`src/rtl/imem_arbiter_if.sv`:
```
// rtl/imem_arbiter_if.sv - request/response and ROM signals of the two-port instruction ROM arbiter
interface imem_arbiter_if;
    logic        req0;
    logic        req1;
    logic [31:0] addr0;
    logic [31:0] addr1;
    logic        gnt0;
    logic        gnt1;
    logic        rvalid0;
    logic        rvalid1;
    logic [31:0] rdata0;
    logic [31:0] rdata1;
    logic        rerr0;
    logic        rerr1;
    logic        mem_ce;
    logic [31:0] mem_addr;
    logic [31:0] mem_data;

    modport slave (
        input  req0, req1, addr0, addr1, mem_data,
        output gnt0, gnt1, rvalid0, rvalid1, rdata0, rdata1, rerr0, rerr1, mem_ce, mem_addr
    );

    modport master (
        output req0, req1, addr0, addr1, mem_data,
        input  gnt0, gnt1, rvalid0, rvalid1, rdata0, rdata1, rerr0, rerr1, mem_ce, mem_addr
    );
endinterface

```
`src/rtl/imem_arbiter.sv`:
```
// rtl/imem_arbiter.sv - round-robin two-port arbiter in front of a combinational instruction ROM
module imem_arbiter #(
    parameter int ADDR_W   = 11,
    parameter int P0_FIRST = 1
) (
    input  logic          clk,
    input  logic          rst,
    imem_arbiter_if.slave bus
);
    // First byte address whose 4-byte word would not fit inside the ROM.
    localparam logic [31:0] LIMIT = 32'((64'd1 << ADDR_W) - 64'd3);

    logic        last;
    logic        rvalid0_q;
    logic        rvalid1_q;
    logic [31:0] rdata0_q;
    logic [31:0] rdata1_q;
    logic        rerr0_q;
    logic        rerr1_q;
    logic [15:0] wait_cnt0;
    logic [15:0] wait_cnt1;

    logic        sel1;
    logic        gnt0;
    logic        gnt1;
    logic        any_gnt;
    logic        gerr;
    logic [31:0] gaddr;

    always_comb begin
        sel1    = bus.req1 && (!bus.req0 || !last);
        gnt0    = !rst && bus.req0 && !sel1;
        gnt1    = !rst && sel1;
        any_gnt = gnt0 || gnt1;
        gaddr   = gnt1 ? bus.addr1 : bus.addr0;
        gerr    = (gaddr[1:0] != 2'b00) || (gaddr >= LIMIT);
    end

    assign bus.gnt0     = gnt0;
    assign bus.gnt1     = gnt1;
    assign bus.mem_ce   = any_gnt && !gerr;
    assign bus.mem_addr = (any_gnt && !gerr) ? gaddr : 32'd0;

    // A response still in flight when reset arrives is discarded, not presented.
    assign bus.rvalid0 = rvalid0_q && !rst;
    assign bus.rvalid1 = rvalid1_q && !rst;
    assign bus.rdata0  = rdata0_q;
    assign bus.rdata1  = rdata1_q;
    assign bus.rerr0   = rerr0_q;
    assign bus.rerr1   = rerr1_q;

    always_ff @(posedge clk) begin
        if (rst) begin
            last      <= (P0_FIRST != 0);
            rvalid0_q <= 1'b0;
            rvalid1_q <= 1'b0;
            rdata0_q  <= 32'd0;
            rdata1_q  <= 32'd0;
            rerr0_q   <= 1'b0;
            rerr1_q   <= 1'b0;
            wait_cnt0 <= 16'd0;
            wait_cnt1 <= 16'd0;
        end else begin
            rvalid0_q <= gnt0;
            rvalid1_q <= gnt1;
            if (any_gnt) begin
                last <= gnt1;
            end
            if (gnt0) begin
                rdata0_q <= gerr ? 32'd0 : bus.mem_data;
                rerr0_q  <= gerr;
            end
            if (gnt1) begin
                rdata1_q <= gerr ? 32'd0 : bus.mem_data;
                rerr1_q  <= gerr;
            end

            if (gnt0) begin
                wait_cnt0 <= 16'd0;
            end else if (bus.req0 && wait_cnt0 != 16'hFFFF) begin
                wait_cnt0 <= wait_cnt0 + 16'd1;
            end
            if (gnt1) begin
                wait_cnt1 <= 16'd0;
            end else if (bus.req1 && wait_cnt1 != 16'hFFFF) begin
                wait_cnt1 <= wait_cnt1 + 16'd1;
            end
        end
    end
endmodule

```
`src/flat_wrapper.sv`:
```
// flat-port wrapper written by rule: the top's interface ports become plain ports
module imem_arbiter_flat 
#(
    parameter int ADDR_W   = 11,
    parameter int P0_FIRST = 1
)
  (clk, rst, bus_req0, bus_req1, bus_addr0, bus_addr1, bus_mem_data, bus_gnt0, bus_gnt1, bus_rvalid0, bus_rvalid1, bus_rdata0, bus_rdata1, bus_rerr0, bus_rerr1, bus_mem_ce, bus_mem_addr);
  imem_arbiter_if bus_i ();
  input  logic clk;
  input  logic rst;
  input wire logic [$bits(bus_i.req0)-1:0] bus_req0;
  input wire logic [$bits(bus_i.req1)-1:0] bus_req1;
  input wire logic [$bits(bus_i.addr0)-1:0] bus_addr0;
  input wire logic [$bits(bus_i.addr1)-1:0] bus_addr1;
  input wire logic [$bits(bus_i.mem_data)-1:0] bus_mem_data;
  output wire logic [$bits(bus_i.gnt0)-1:0] bus_gnt0;
  output wire logic [$bits(bus_i.gnt1)-1:0] bus_gnt1;
  output wire logic [$bits(bus_i.rvalid0)-1:0] bus_rvalid0;
  output wire logic [$bits(bus_i.rvalid1)-1:0] bus_rvalid1;
  output wire logic [$bits(bus_i.rdata0)-1:0] bus_rdata0;
  output wire logic [$bits(bus_i.rdata1)-1:0] bus_rdata1;
  output wire logic [$bits(bus_i.rerr0)-1:0] bus_rerr0;
  output wire logic [$bits(bus_i.rerr1)-1:0] bus_rerr1;
  output wire logic [$bits(bus_i.mem_ce)-1:0] bus_mem_ce;
  output wire logic [$bits(bus_i.mem_addr)-1:0] bus_mem_addr;
  assign bus_i.req0 = bus_req0;
  assign bus_i.req1 = bus_req1;
  assign bus_i.addr0 = bus_addr0;
  assign bus_i.addr1 = bus_addr1;
  assign bus_i.mem_data = bus_mem_data;
  assign bus_gnt0 = bus_i.gnt0;
  assign bus_gnt1 = bus_i.gnt1;
  assign bus_rvalid0 = bus_i.rvalid0;
  assign bus_rvalid1 = bus_i.rvalid1;
  assign bus_rdata0 = bus_i.rdata0;
  assign bus_rdata1 = bus_i.rdata1;
  assign bus_rerr0 = bus_i.rerr0;
  assign bus_rerr1 = bus_i.rerr1;
  assign bus_mem_ce = bus_i.mem_ce;
  assign bus_mem_addr = bus_i.mem_addr;
  imem_arbiter #(.ADDR_W(ADDR_W), .P0_FIRST(P0_FIRST)) u_core (.clk(clk), .rst(rst), .bus(bus_i));
endmodule
```
`config.mk`:
```
export PLATFORM = sky130hd
export DESIGN_NAME = imem_arbiter_flat
export DESIGN_NICKNAME = d
export VERILOG_FILES = /design/src/rtl/imem_arbiter_if.sv /design/src/rtl/imem_arbiter.sv /design/src/flat_wrapper.sv
export SDC_FILE = /design/constraint.sdc
export NUM_CORES = 1
export LEC_CHECK = 0
export ABC_AREA = 1
export ABC_CLOCK_PERIOD_IN_PS = 8200
export BUFFER_PORTS_ARGS = -buffer_cell sky130_fd_sc_hd__buf_2
export CAP_MARGIN = 15
export CORE_MARGIN = 1
export CORE_UTILIZATION = 35
export CTS_CLUSTER_DIAMETER = 200
export DETAILED_ROUTE_END_ITERATION = 8
export GPL_ROUTABILITY_DRIVEN = 0
export PLACE_DENSITY_LB_ADDON = 0.15
export SETUP_SLACK_MARGIN = 0.05
export SLEW_MARGIN = 5
export SYNTH_ARGS = -nofsm -noshare
export SYNTH_HDL_FRONTEND = slang
export SYNTH_SLANG_ARGS = --single-unit
```
`constraint.sdc`:
```
create_clock -name clk -period 8.2 [get_ports clk]
set_input_delay 2.46 -clock clk [delete_from_list [all_inputs] [get_ports clk]]
set_output_delay 2.46 -clock clk [all_outputs]
set_load 0.01 [all_outputs]
```
==> impl_results.html <==
<table>
<tr><th>Metric</th><th>Value</th></tr>
<tr><th colspan="2">Finish</th></tr>
<tr><td>Total Nets Final</td><td>711</td></tr>
<tr><td>FILL cells</td><td>934</td></tr>
<tr><td>Share of post-route cells with drive strength above 1</td><td>33.5%</td></tr>
<tr><td>Area delta synth-&gt;final</td><td>31.2%</td></tr>
<tr><td>Utilization of the core after routing</td><td>between 40% and 50%</td></tr>
<tr><td>Footprint of the multi-input gates</td><td>0.00150 mm^2</td></tr>
<tr><td>Non-filler instance count after layout</td><td>723</td></tr>
<tr><td>Sequential standard cell area</td><td>0.00138 mm^2</td></tr>
<tr><td>Count of antenna diodes in the layout</td><td>0</td></tr>
<tr><th colspan="2">Drt</th></tr>
<tr><td>Router iterations before antenna repair</td><td>8</td></tr>
<tr><td>Total length of routed wires</td><td>9.76 mm</td></tr>
<tr><td>Antenna violation net count after detailed routing</td><td>0</td></tr>
<tr><td>Via-to-Cell Ratio</td><td>4.75</td></tr>
<tr><td>Average routed wire per standard cell</td><td>about 14 um</td></tr>
<tr><td>Number of DRC violations after detailed-routing iteration 0</td><td>128</td></tr>
<tr><td>Vias after detailed routing</td><td>3,433</td></tr>
<tr><td>DR DRC count</td><td>2</td></tr>
<tr><th colspan="2">Worst setup path</th></tr>
<tr><td>Slowest stage cell on the critical path</td><td>inv_2</td></tr>
<tr><td>Total buffers and inverters traversed by the critical path</td><td>5</td></tr>
<tr><td>Highest cell delay on the worst timing path</td><td>0.54 ns</td></tr>
<tr><td>R2r setup slk</td><td>~5.5 ns</td></tr>
<tr><td>Kind of launch point of the worst setup path</td><td>input pin</td></tr>
<tr><td>Worst EP required</td><td>5.74 ns</td></tr>
<tr><td>Critical path type</td><td>in2out</td></tr>
<tr><td>Arrival time at the worst endpoint</td><td>4.82 ns</td></tr>
<tr><td>Family of cells with the greatest summed delay on the critical path</td><td>buffers and inverters</td></tr>
<tr><td>Cell chain of the critical path</td><td>buf_2 -&gt; inv_2 -&gt; nand3_4 -&gt; inv_2 -&gt; buf_4 -&gt; o211ai_2 -&gt; nor2_1 -&gt; buf_2</td></tr>
<tr><td>Critical path peak fanout</td><td>35</td></tr>
<tr><td>Kind of end point of the critical path</td><td>output port</td></tr>
<tr><th colspan="2">Place</th></tr>
<tr><td>I/O Buffers</td><td>around 180</td></tr>
<tr><td>Number of placed cells counting well taps</td><td>around 710</td></tr>
<tr><td>Estimated wirelength of the detail-placed design</td><td>between 6 and 7 mm</td></tr>
<tr><th colspan="2">Power and ir drop</th></tr>
<tr><td>Sw Ratio</td><td>approximately 28%</td></tr>
<tr><td>Fraction of power consumed by the clock network</td><td>between 30% and 40%</td></tr>
<tr><td>Internal power consumption</td><td>540 uW</td></tr>
<tr><td>Power density relative to cell area</td><td>175 mW/mm^2</td></tr>
<tr><td>Comb pwr share</td><td>16.0%</td></tr>
<tr><td>Fraction of power consumed by sequential logic</td><td>48.5%</td></tr>
<tr><td>Net switching power figure</td><td>208 uW</td></tr>
<tr><td>Maximum vdd ir drop</td><td>0.105 mV</td></tr>
<tr><td>Leak</td><td>~2.3 nW</td></tr>
<tr><th colspan="2">Synthesis</th></tr>
<tr><td>Post-synthesis async set-or-reset flop share</td><td>0%</td></tr>
<tr><td>Cell variety after synth</td><td>20</td></tr>
<tr><td>Largest cells by area after synthesis</td><td>dfxtp_1 (42%), nand2_1 (8.4%), o21ai_0 (8.3%), a21oi_1 (7.7%), nand3_1 (7.2%)</td></tr>
<tr><td>Synthesized cell area</td><td>0.00326 mm^2</td></tr>
<tr><td>Count leader, synth</td><td>nand2_1</td></tr>
<tr><td>Synthesized instance count</td><td>449</td></tr>
<tr><td>Count of state elements after synthesis</td><td>69</td></tr>
<tr><td>Number of warnings printed during yosys synthesis</td><td>0</td></tr>
<tr><td>Average instance area after synthesis</td><td>~7.3 um^2</td></tr>
<tr><td>Fraction of synthesized cell area taken by the top area cell type</td><td>42.4%</td></tr>
<tr><td>Number of enable flip-flop cells after synthesis</td><td>0</td></tr>
<tr><td>Top flip-flop cell by instance count after synthesis</td><td>dfxtp_1</td></tr>
<tr><td>Fraction of the yosys area taken by sequential cells</td><td>42.4%</td></tr>
<tr><td>Most frequent cells after synthesis</td><td>nand2_1 (73), dfxtp_1 (69), o21ai_0 (54), a21oi_1 (50), nand3_1 (47)</td></tr>
<tr><td>Dominant cell type by area after synthesis</td><td>dfxtp_1</td></tr>
<tr><th colspan="2">CTS</th></tr>
<tr><td>Number of clock sinks seen by CTS</td><td>69</td></tr>
<tr><td>Cts hold-fix bufs</td><td>0</td></tr>
<tr><td>Post-CTS resize count</td><td>0</td></tr>
<tr><td>Number of buffers inserted during clock tree synthesis</td><td>9</td></tr>
<tr><td>Maximum level of the CTS H-tree</td><td>3</td></tr>
<tr><td>Clock slew at reported path FFs</td><td>0.07 ns</td></tr>
<tr><td>Clock tree root driver cell</td><td>clkbuf_8</td></tr>
<tr><td>Setup Buffers After CTS</td><td>0</td></tr>
<tr><td>Maximum clock path buffer count</td><td>2</td></tr>
<tr><td>Clock tree from TritonCTS</td><td>built</td></tr>
<tr><td>Clk Latency, worst-skew pair</td><td>0.33 ns</td></tr>
<tr><th colspan="2">STA</th></tr>
<tr><td>Setup TNS Final</td><td>0 ns</td></tr>
<tr><td>Part of the cycle the worst path needs</td><td>88.8%</td></tr>
<tr><td>Final Hold Fails</td><td>0</td></tr>
<tr><td>Worst-case clock skew</td><td>0.0111 ns</td></tr>
<tr><td>Worst slew margin relative to its limit</td><td>38.0%</td></tr>
<tr><td>Highest achievable clock rate</td><td>roughly 140 MHz</td></tr>
<tr><td>Fin crit period</td><td>7.28 ns</td></tr>
<tr><td>Measured slew at the worst slew-check pin</td><td>0.928 ns</td></tr>
<tr><td># setup viols final</td><td>0</td></tr>
<tr><td>Unrepaired setup endpoints after global routing</td><td>false</td></tr>
<tr><td>Count of pins over their slew limit</td><td>0</td></tr>
<tr><th colspan="2">Die</th></tr>
<tr><td>Num rows</td><td>34</td></tr>
<tr><td>Effective utilization at floorplan</td><td>a little under two fifths</td></tr>
<tr><td>Core Box Area</td><td>0.00885 mm^2</td></tr>
<tr><td>Chip height</td><td>98.5 um</td></tr>
<tr><td>Die outline area</td><td>between 0.009 and 0.01 mm^2</td></tr>
<tr><td>Die extent in x</td><td>98.5 um</td></tr>
<tr><td>I/O pin total</td><td>203</td></tr>
<tr><th colspan="2">Global route</th></tr>
<tr><td>All-Layer GR Usage</td><td>19.9%</td></tr>
<tr><td>Via count of the first global-routing pass</td><td>3,207</td></tr>
<tr><td>Pin count of the biggest net entering global routing</td><td>49</td></tr>
<tr><td>GR Overflow Total</td><td>0</td></tr>
<tr><td>Wire length of the first global-routing pass</td><td>15.6 mm</td></tr>
<tr><td>Initial antenna violation count</td><td>0</td></tr>
<tr><th colspan="2">Status</th></tr>
<tr><td>Status</td><td>complete, but fails checks</td></tr>
<tr><td>Violated checks</td><td>design-rule violations</td></tr>
<tr><th colspan="2">Run</th></tr>
<tr><td>Total of max-cap violations</td><td>0</td></tr>
<tr><th colspan="2">Hold path</th></tr>
<tr><td>Hold crit path type</td><td>reg2reg</td></tr>
</table>
==> cell usage in the layout (no fill, tap or decap), drive strengths merged, types with 14 or more instances in the layout <==
cell	instances
buf	184
nand2	73
conb	23
dfxtp	69
inv	39
nand3	48
nand4	14
o21ai	66
nor2	25
a21oi	50
==> worst min-delay path: stages (launching register included) <==
cell,delay [ns]
dfxtp_1,0.32
nand3_1,0.06
o21ai_0,0.06
==> sequential cells by signal, summed over array words and instances, names as in the netlist <==
| register | flops |
|---|---|
| u_core.bus.rerr0 | 1 |
| u_core.last | 1 |
| u_core.bus.rdata1 | 32 |
| u_core.bus.rerr1 | 1 |
| u_core.rvalid1_q | 1 |
| u_core.bus.rdata0 | 32 |
| u_core.rvalid0_q | 1 |
==> logic make-up after synthesis <==
family,Yosys count,synth area share (%)
and+or+nand+nor,160,22.2
other,1,0.115
DFF,69,42.4
buffers and inverters,93,14.3
muxes,9,2.77
AOI/OAI and AO/OA,117,18.2
==> power by group through the flow <==
stage | combinational [mW] | sequential, mW | clock [mW]
finish | 0.120 | 0.363 | 0.266
global route | 0.135 | 0.365 | 0.288
CTS | 0.121 | 0.363 | 0.274
detailed placement | 0.120 | 0.370 | 0
global placement | 0.119 | 0.369 | 0
floorplan | 0.0653 | 0.378 | 0
==> layout make-up <==
cell class	count	area share [%]
clock buffer	9	2.90
clock inverter	6	1.49
inverter	38	3.34
multi-input combinational	309	35.0
sequential	69	32.3
tap	108	3.16
timing repair buffer	184	21.8
==> worst paths after layout <==
| path | end | cells after the start | start |
|---|---|---|---|
| max | bus_mem_addr[10] | 8 | rst |
| min reg2reg | u_core.bus.rdata0[1] | 2 | u_core.bus.rdata0[1] |
| max reg2reg | u_core.bus.rerr0 | 12 | u_core.last |
| min | u_core.bus.rdata0[1] | 2 | u_core.bus.rdata0[1] |
==> per-stage QoR <==
step                hold WS, ns  area, um^2  worst slack [ns]  power, mW
CTS                       0.478        4280             0.884      0.758
floorplan                 0.429        3340              1.96      0.443
finish                    0.475        4280             0.919      0.748
global route              0.503        4280             0.628      0.788
global placement          0.463        4090             0.984      0.489
detailed placement        0.464        4090             0.894      0.490
==> layer usage <==
metal / vias up / global-route usage, % / routed length, um
met3: 6 / 6.24 / 671
li1: 1775 / - / -
met5: - / 0 / 0
met1: 1533 / 26.0 / 4330
met4: 0 / 5.86 / 75
met2: 119 / 31.7 / 4680
(Power assumes the default switching activity.)
